===== src/rtl/seq_det_arbiter.sv =====
// Round-robin scheduler for a shared serial pattern matcher: grants one of two
// requesters, shifts its word MSB-first through an overlapping matcher, counts hits.
module seq_det_arbiter #(
    parameter int               WORD_W  = 8,
    parameter int               PAT_W   = 5,
    parameter logic [PAT_W-1:0] PATTERN = 5'b10101,
    parameter int               CNT_W   = 4
) (
    input  logic              clk,
    input  logic              reset,
    input  logic              req0,
    input  logic [WORD_W-1:0] data0,
    input  logic              req1,
    input  logic [WORD_W-1:0] data1,
    output logic              gnt0,
    output logic              gnt1,
    output logic              busy,
    output logic              z,
    output logic              done,
    output logic              done_id,
    output logic [CNT_W-1:0]  match_cnt
);

    localparam int BC_W = $clog2(WORD_W + 1);

    typedef enum logic [1:0] {
        S_IDLE  = 2'd0,
        S_SHIFT = 2'd1,
        S_DONE  = 2'd2
    } state_t;

    state_t             state_q, state_d;
    logic               rr_q, rr_d;
    logic [WORD_W-1:0]  shift_q, shift_d;
    logic [PAT_W-1:0]   hist_q, hist_d;
    logic [PAT_W-1:0]   hist_new;
    logic [BC_W-1:0]    bitcnt_q, bitcnt_d;
    logic               gnt0_q, gnt0_d;
    logic               gnt1_q, gnt1_d;
    logic               busy_q, busy_d;
    logic               z_q, z_d;
    logic               done_q, done_d;
    logic               id_q, id_d;
    logic [CNT_W-1:0]   cnt_q, cnt_d;

    // State and registered outputs; reset also aborts any running job silently.
    always_ff @(posedge clk or posedge reset) begin
        if (reset) begin
            state_q  <= S_IDLE;
            rr_q     <= 1'b0;
            shift_q  <= '0;
            hist_q   <= '0;
            bitcnt_q <= '0;
            gnt0_q   <= 1'b0;
            gnt1_q   <= 1'b0;
            busy_q   <= 1'b0;
            z_q      <= 1'b0;
            done_q   <= 1'b0;
            id_q     <= 1'b0;
            cnt_q    <= '0;
        end else begin
            state_q  <= state_d;
            rr_q     <= rr_d;
            shift_q  <= shift_d;
            hist_q   <= hist_d;
            bitcnt_q <= bitcnt_d;
            gnt0_q   <= gnt0_d;
            gnt1_q   <= gnt1_d;
            busy_q   <= busy_d;
            z_q      <= z_d;
            done_q   <= done_d;
            id_q     <= id_d;
            cnt_q    <= cnt_d;
        end
    end

    // Arbitration, serialization and match counting.
    always_comb begin
        state_d  = state_q;
        rr_d     = rr_q;
        shift_d  = shift_q;
        hist_d   = hist_q;
        bitcnt_d = bitcnt_q;
        gnt0_d   = 1'b0;
        gnt1_d   = 1'b0;
        z_d      = 1'b0;
        done_d   = 1'b0;
        id_d     = id_q;
        cnt_d    = cnt_q;
        hist_new = {hist_q[PAT_W-2:0], shift_q[WORD_W-1]};

        case (state_q)
            S_IDLE: begin
                // rr_q == 0 means requester 0 wins a tie.
                if (req0 && (!req1 || !rr_q)) begin
                    shift_d  = data0;
                    hist_d   = '0;
                    bitcnt_d = '0;
                    cnt_d    = '0;
                    id_d     = 1'b0;
                    gnt0_d   = 1'b1;
                    rr_d     = 1'b1;
                    state_d  = S_SHIFT;
                end else if (req1) begin
                    shift_d  = data1;
                    hist_d   = '0;
                    bitcnt_d = '0;
                    cnt_d    = '0;
                    id_d     = 1'b1;
                    gnt1_d   = 1'b1;
                    rr_d     = 1'b0;
                    state_d  = S_SHIFT;
                end else begin
                    state_d  = S_IDLE;
                end
            end
            S_SHIFT: begin
                shift_d  = {shift_q[WORD_W-2:0], 1'b0};
                hist_d   = hist_new;
                bitcnt_d = bitcnt_q + BC_W'(1);
                // bitcnt_q is the count before this bit, so PAT_W-1 means a full pattern is in.
                if ((bitcnt_q >= BC_W'(PAT_W - 1)) && (hist_new == PATTERN)) begin
                    z_d = 1'b1;
                    if (cnt_q != {CNT_W{1'b1}}) begin
                        cnt_d = cnt_q + CNT_W'(1);
                    end else begin
                        cnt_d = cnt_q;
                    end
                end else begin
                    z_d = 1'b0;
                end
                if (bitcnt_q == BC_W'(WORD_W - 1)) begin
                    state_d = S_DONE;
                end else begin
                    state_d = S_SHIFT;
                end
            end
            S_DONE: begin
                done_d  = 1'b1;
                state_d = S_IDLE;
            end
            default: begin
                state_d = S_IDLE;
            end
        endcase

        busy_d = (state_d != S_IDLE);
    end

    assign gnt0      = gnt0_q;
    assign gnt1      = gnt1_q;
    assign busy      = busy_q;
    assign z         = z_q;
    assign done      = done_q;
    assign done_id   = id_q;
    assign match_cnt = cnt_q;

endmodule


===== config.mk =====
export PLATFORM = sky130hd
export DESIGN_NAME = seq_det_arbiter
export DESIGN_NICKNAME = d
export VERILOG_FILES = /design/src/rtl/seq_det_arbiter.sv
export SDC_FILE = /design/constraint.sdc
export NUM_CORES = 1
export LEC_CHECK = 0
export CAP_MARGIN = 25
export CORE_UTILIZATION = 48
export DETAILED_ROUTE_END_ITERATION = 8
export PLACE_DENSITY = 0.77
export SLEW_MARGIN = 15
export SYNTH_ARGS = -nofsm -noshare
export SYNTH_HDL_FRONTEND = slang
export SYNTH_SLANG_ARGS = --single-unit

===== constraint.sdc =====
create_clock -name clk -period 1.75 [get_ports clk]
set_input_delay 0.2625 -clock clk [delete_from_list [all_inputs] [get_ports clk]]
set_output_delay 0.2625 -clock clk [all_outputs]
set_load 0.005 [all_outputs]

After elaboration in Yosys (flattened, before gate mapping)

Index checks and enable logic that the tools add are counted.

$add $sub $neg: 2
Order comparisons: 1
Eq/ne operators: 8
Mux-type cells: 28
Reduce and logical (&&, ||, !) cells: 12

Operators by type and width:

| operator              | count |
|---|---|
| $mux W4               | 6 |
| $pmux W4 S2           | 3 |
| $mux W8               | 2 |
| $pmux W8 S2           | 1 |
| $mux W1               | 14 |
| $add A4 B1 Y4 const B | 2 |
| $reduce_bool A2 Y1    | 3 |
| $eq A5 B5 Y1 const B  | 1 |
| $eq A4 B3 Y1 const B  | 1 |
| $ge A4 B3 Y1 const B  | 1 |
| $ne A2 B2 Y1 const B  | 2 |
| $ne A4 B4 Y1 const B  | 1 |
| $pmux W2 S2           | 1 |
| $reduce_and A2 Y1     | 2 |
| $reduce_and A4 Y1     | 1 |
| $ne A3 B3 Y1 const B  | 1 |
| $eq A2 B1 Y1 const B  | 1 |
| $eq A2 B2 Y1 const B  | 1 |
| $logic_and A1 B1 Y1   | 2 |
| $logic_not A1 Y1      | 2 |
| $logic_not A2 Y1      | 1 |
| $mux W2               | 1 |
| $logic_or A1 B1 Y1    | 1 |

Flip-flop bits (word level): 29
Bits of input ports: 20
Output and inout bits: 10
Word-level logic and storage cells: 63

Logic depth before layout (Yosys ltp)

Word-level depth: 6
Depth in mapped cells: 5
Mapped depth without buffers: 4

Worst setup path after synthesis

Ideal clock, no wire load.

Kind: reg-to-reg
Start point: register state_q[1]
End point: register cnt_q[2] (netlist: match_cnt[2])
Setup time: 120 ps
Arrival: 1258 ps
Data required time: 1630 ps
Path slack: 372 ps
Stages on the path, launching flop included: 5
Path buffers: 0
Period minus slack after synthesis: 1378 ps
Cells stage by stage: dfrtp_1 -> nand2b_4 -> nor4_4 -> nand3b_1 -> a31o_2

Cells in the longest elaborated chain, start to end: 3
Elaborated cells between the ends (all ways): 8
Those cells by class: eq/ne (4); mux (1); reduce/logical (3)

Ends and longest elaborated chain:

| what                                                    | RTL line | source |
|---|---|---|
| start: declaration                                      | 32       | `state_t state_q, state_d;` |
| start signal: assignment                                | 62       | `state_q <= state_d;` |
| $eq A2 B1 Y1 / $logic_not A2 Y1 (equally long branches) | 92       | `case (state_q)` |
| $ne A2 B2 Y1 (no source line) (tied with other cells)   | n/a      |  |
| $reduce_and A4 Y1 (no source line)                      | n/a      |  |
| end signal: assignment                                  | 73       | `cnt_q <= cnt_d;` |
| end: declaration                                        | 44       | `logic [CNT_W-1:0] cnt_q, cnt_d;` |

Several ways; a longest one is shown, not always the timed one.
A chain may end at the register's enable or synchronous reset.

Final worst setup path

Ends and elaborated chain as after synthesis.

==> flow_summary.ini <==
[placement]
cell_area_placed_um2 = 1660
place.detailed.instances = 175
dpl.hpwl_mm = 1.84
place_worst_setup_slack_ns = 0.0870
place_congestion = 0.746
port_buffers = 29

[floorplan]
fp.coreArea_um2 = 2520
fp.dieArea_um2 = 2930
pin_count = 30
placement_rows = 18
initial_utilization_pct = 51.7
width_of_the_die_um = 54.1
die_h_um = 54.1

[sta]
tightest_slew_ns = 0.385
worst_max_slew_margin_expressed_relative_to_the_limit_pct = 74.2
final-hold-violation-count = 0
finalWorstSetupSlack_ns = 0.187
timing.final.crit_share_pct = 89.3
timing.final.max_slew_violations = 0
setup_tns_final_ns = 0
finalCriticalPeriod_ns = 1.56
final.setup_skew_ns = 0.00179
fmax_ghz = 0.640
grt_setup_unrepaired = false
timing.final.setup_violations = 0

[clocking]
insertion_delay_ns = 0.31
clock_tree.htree_level_count = 2
cts_resized = 0
tritoncts_clock_tree = built
cts_num_sinks = 29
cts.reportedPaths.clkPinSlew_ns = 0.08
postCtsHoldBufs = 0
clock_tree.buffer_depth = 2
total_setup_buffers_inserted_after_cts = 0
root_buffer = sky130_fd_sc_hd__clkbuf_4
tritoncts.num_buffers = 5

[synthesis]
synth_top_family_by_area = compound AO/OA/AOI/OAI gates
post_synth_instance_area_um2 = 1310
synth_seq_area_share_pct = 55.6
synth.top_cells.by_count = 29 x sky130_fd_sc_hd__dfrtp_1, 12 x sky130_fd_sc_hd__o21ai_0, 9 x sky130_fd_sc_hd__mux2i_1
yosys_register_bits = 29
netlist.top_cell.by_area = sky130_fd_sc_hd__dfrtp_1
synthXorXnorAreaFrac_pct = 0.671
synthAdderAreaFrac_pct = 1.92
warnings_synthesis = 0
async_reset_ff_share_pct = 100
synth.mux.area_fraction_pct = 6.90
postSynthCellCount = 113
synth.area.top_cells = sky130_fd_sc_hd__dfrtp_1 56%, sky130_fd_sc_hd__mux2i_1 6.9%, sky130_fd_sc_hd__o21ai_0 4.6%
synth.lib_cells_used.distinct = 37
synth.net_count = 135
yosys.area.top_type_share_pct = 55.6
ys.flop_type = sky130_fd_sc_hd__dfrtp_1
synthesized_area_fraction_occupied_by_ao_oa_aoi_and_oai_cells_pct = 17.8
synth.most_common_cell = sky130_fd_sc_hd__dfrtp_1
synth_area_per_cell_um2 = 11.5
synth_simple_gate_area_share_pct = 14.6
synth_enable_flop_cells = 0

[flow_run]
max_cap_violations = 0

[drt]
drt_pass1_iterations = 4
detail_route.vias_per_cell = 5.50
detail_route.wl_per_cell_um = 13.5
routed-via-count = 1006
drtAntennaViolNets = 0
detail_route.iter0.violations = 12
drt_wl_total_mm = 2.47
remaining_drc_errors = 0

[power]
total_switching_power_mw = 0.819
internal_power_mw = 1.52
seq_power_share_pct = 46.4
power.switching_fraction_pct = 35.0
power.share.combinational_pct = 38.2
power.leakage_nw = 0.761
power.density_nw_per_um2 = 1370
maximum_vdd_drop_mv = 0.791
clock_power_share_pct = 15.5

[outcome]
outcome = finished, final reports clean

[worst_setup_path]
crit_end = match_cnt[2]$_DFFE_PP0P_
crit_start = state_q[1]$_DFF_PP0_
rr_startpoint = state_q[1]$_DFF_PP0_
critical_path.startpoint_type = register
ff2ff_path_depth = 4
rr_endpoint = match_cnt[2]$_DFFE_PP0P_
rrSetupSlack_ns = 0.19
crit_type = register to register
end_kind = register
crit_required_ns = 1.96
critPathArrivalTime_ns = 1.77
critical_path.max_fanout = 7

[cells_and_area]
fill_cells = 193
sequential_cell_area_um2 = 726
finish.utilization_pct = 67.9
synthToLayoutAreaGrowth_pct = 31.3
drive_gt1_share_pct = 11.8
final_cells = 183
final_design_area_no_fill_um2 = 1710
antenna_diode_count = 0
final_net_count = 174
multi_input_area_um2 = 547

[global_routing]
antenna_found_initial = 0
vias_in_the_first_global_route = 1018
grt.overflow.total = 0
pin_count_of_the_biggest_net_entering_global_routing = 30
grt_usage_pct = 21.4
global_route_wire_length_before_repair_mm = 4.31

[min_path]
timing.hold.worst.class = primary input to async pin
-- stage by stage --
step / hold slack, ns / power [mW]
after detailed placement: 0.496 / 1.99
after floorplan: 0.341 / 1.63
after CTS: 0.321 / 2.36
after global routing: 0.375 / 2.54
after global placement: 0.467 / 1.93
final: 0.308 / 2.34
-- flip-flops by register name (all words and copies together) (netlist names) --
name       count
gnt1           1
match_cnt      4
gnt0           1
hist_q         4
z              1
busy           1
state_q        2
shift_q        8
done           1
bitcnt_q       4
done_id        1
rr_q           1
-- cells by family after synthesis --
group | Yosys count
AO/OA/AOI/OAI | 34
AND/OR/NAND/NOR | 31
XOR/XNOR | 1
buffers and inverters | 7
flip-flops | 29
adder cells (fa/ha/maj) | 2
multiplexers | 9
-- layout make-up --
cell class | count | area share, %
Timing Repair Buffer | 36 | 20.0
Sequential cell | 29 | 42.4
Inverter | 3 | 0.657
Multi-Input combinational cell | 77 | 31.9
Clock buffer | 8 | 2.85
Tap cell | 30 | 2.19
-- power groups by stage --
stage	sequential, mW	clock (mW)	combinational, mW
detailed placement	1.09	0	0.896
floorplan	1.06	0	0.577
finish	1.09	0.363	0.894
global route	1.13	0.409	1.01
CTS	1.08	0.372	0.903
global placement	1.08	0	0.855
-- worst max-delay path, stage by stage, from the launching register on --
cell	delay, ns
sky130_fd_sc_hd__dfrtp_1	0.45
sky130_fd_sc_hd__nand2b_4	0.20
sky130_fd_sc_hd__nor4_4	0.43
sky130_fd_sc_hd__nand3b_1	0.12
sky130_fd_sc_hd__a31o_2	0.26
-- metal layers --
layer,part of all wire (%),vias to the layer above,wire [um],global-route usage (%)
li1,-,491,-,-
met2,49,34,1210,35.2
met4,0.57,0,14,7.69
met3,6.0,2,147,7.63
met1,45,479,1100,25.5
met5,0,-,0,0
-- worst min-delay path by stage --
stage                           start                  endpoint  cells past startpoint  slack [ns]
6_report                        reset  match_cnt[1]$_DFFE_PP0P_                      3        0.31
5_1_grt                         reset  match_cnt[3]$_DFFE_PP0P_                      3        0.37
2_1_floorplan                   reset   bitcnt_q[0]$_DFFE_PP0P_                      1        0.34
3_3_place_gp   shift_q[0]$_DFFE_PP0P_    shift_q[0]$_DFFE_PP0P_                      2        0.47
4_1_cts                         reset    shift_q[5]$_DFFE_PP0P_                      3        0.32
3_5_place_dp   shift_q[0]$_DFFE_PP0P_    shift_q[0]$_DFFE_PP0P_                      2        0.50
-- cell usage in the layout, fill, tap and decap left out, types with 2 or more instances in the layout --
master and n:
sky130_fd_sc_hd__buf_4 7, sky130_fd_sc_hd__a22o_1 5, sky130_fd_sc_hd__clkbuf_1 3, sky130_fd_sc_hd__nor2_1 6
sky130_fd_sc_hd__clkdlybuf4s50_1 29, sky130_fd_sc_hd__nand3_1 2, sky130_fd_sc_hd__ha_1 2, sky130_fd_sc_hd__nand2_1 8
sky130_fd_sc_hd__nand3b_1 2, sky130_fd_sc_hd__inv_1 3, sky130_fd_sc_hd__a22oi_1 7, sky130_fd_sc_hd__mux2i_1 9
sky130_fd_sc_hd__dfrtp_1 29, sky130_fd_sc_hd__o21ai_0 12, sky130_fd_sc_hd__a21oi_1 3, sky130_fd_sc_hd__clkbuf_4 5
Note: power is estimated with default switching activity, not from simulation.
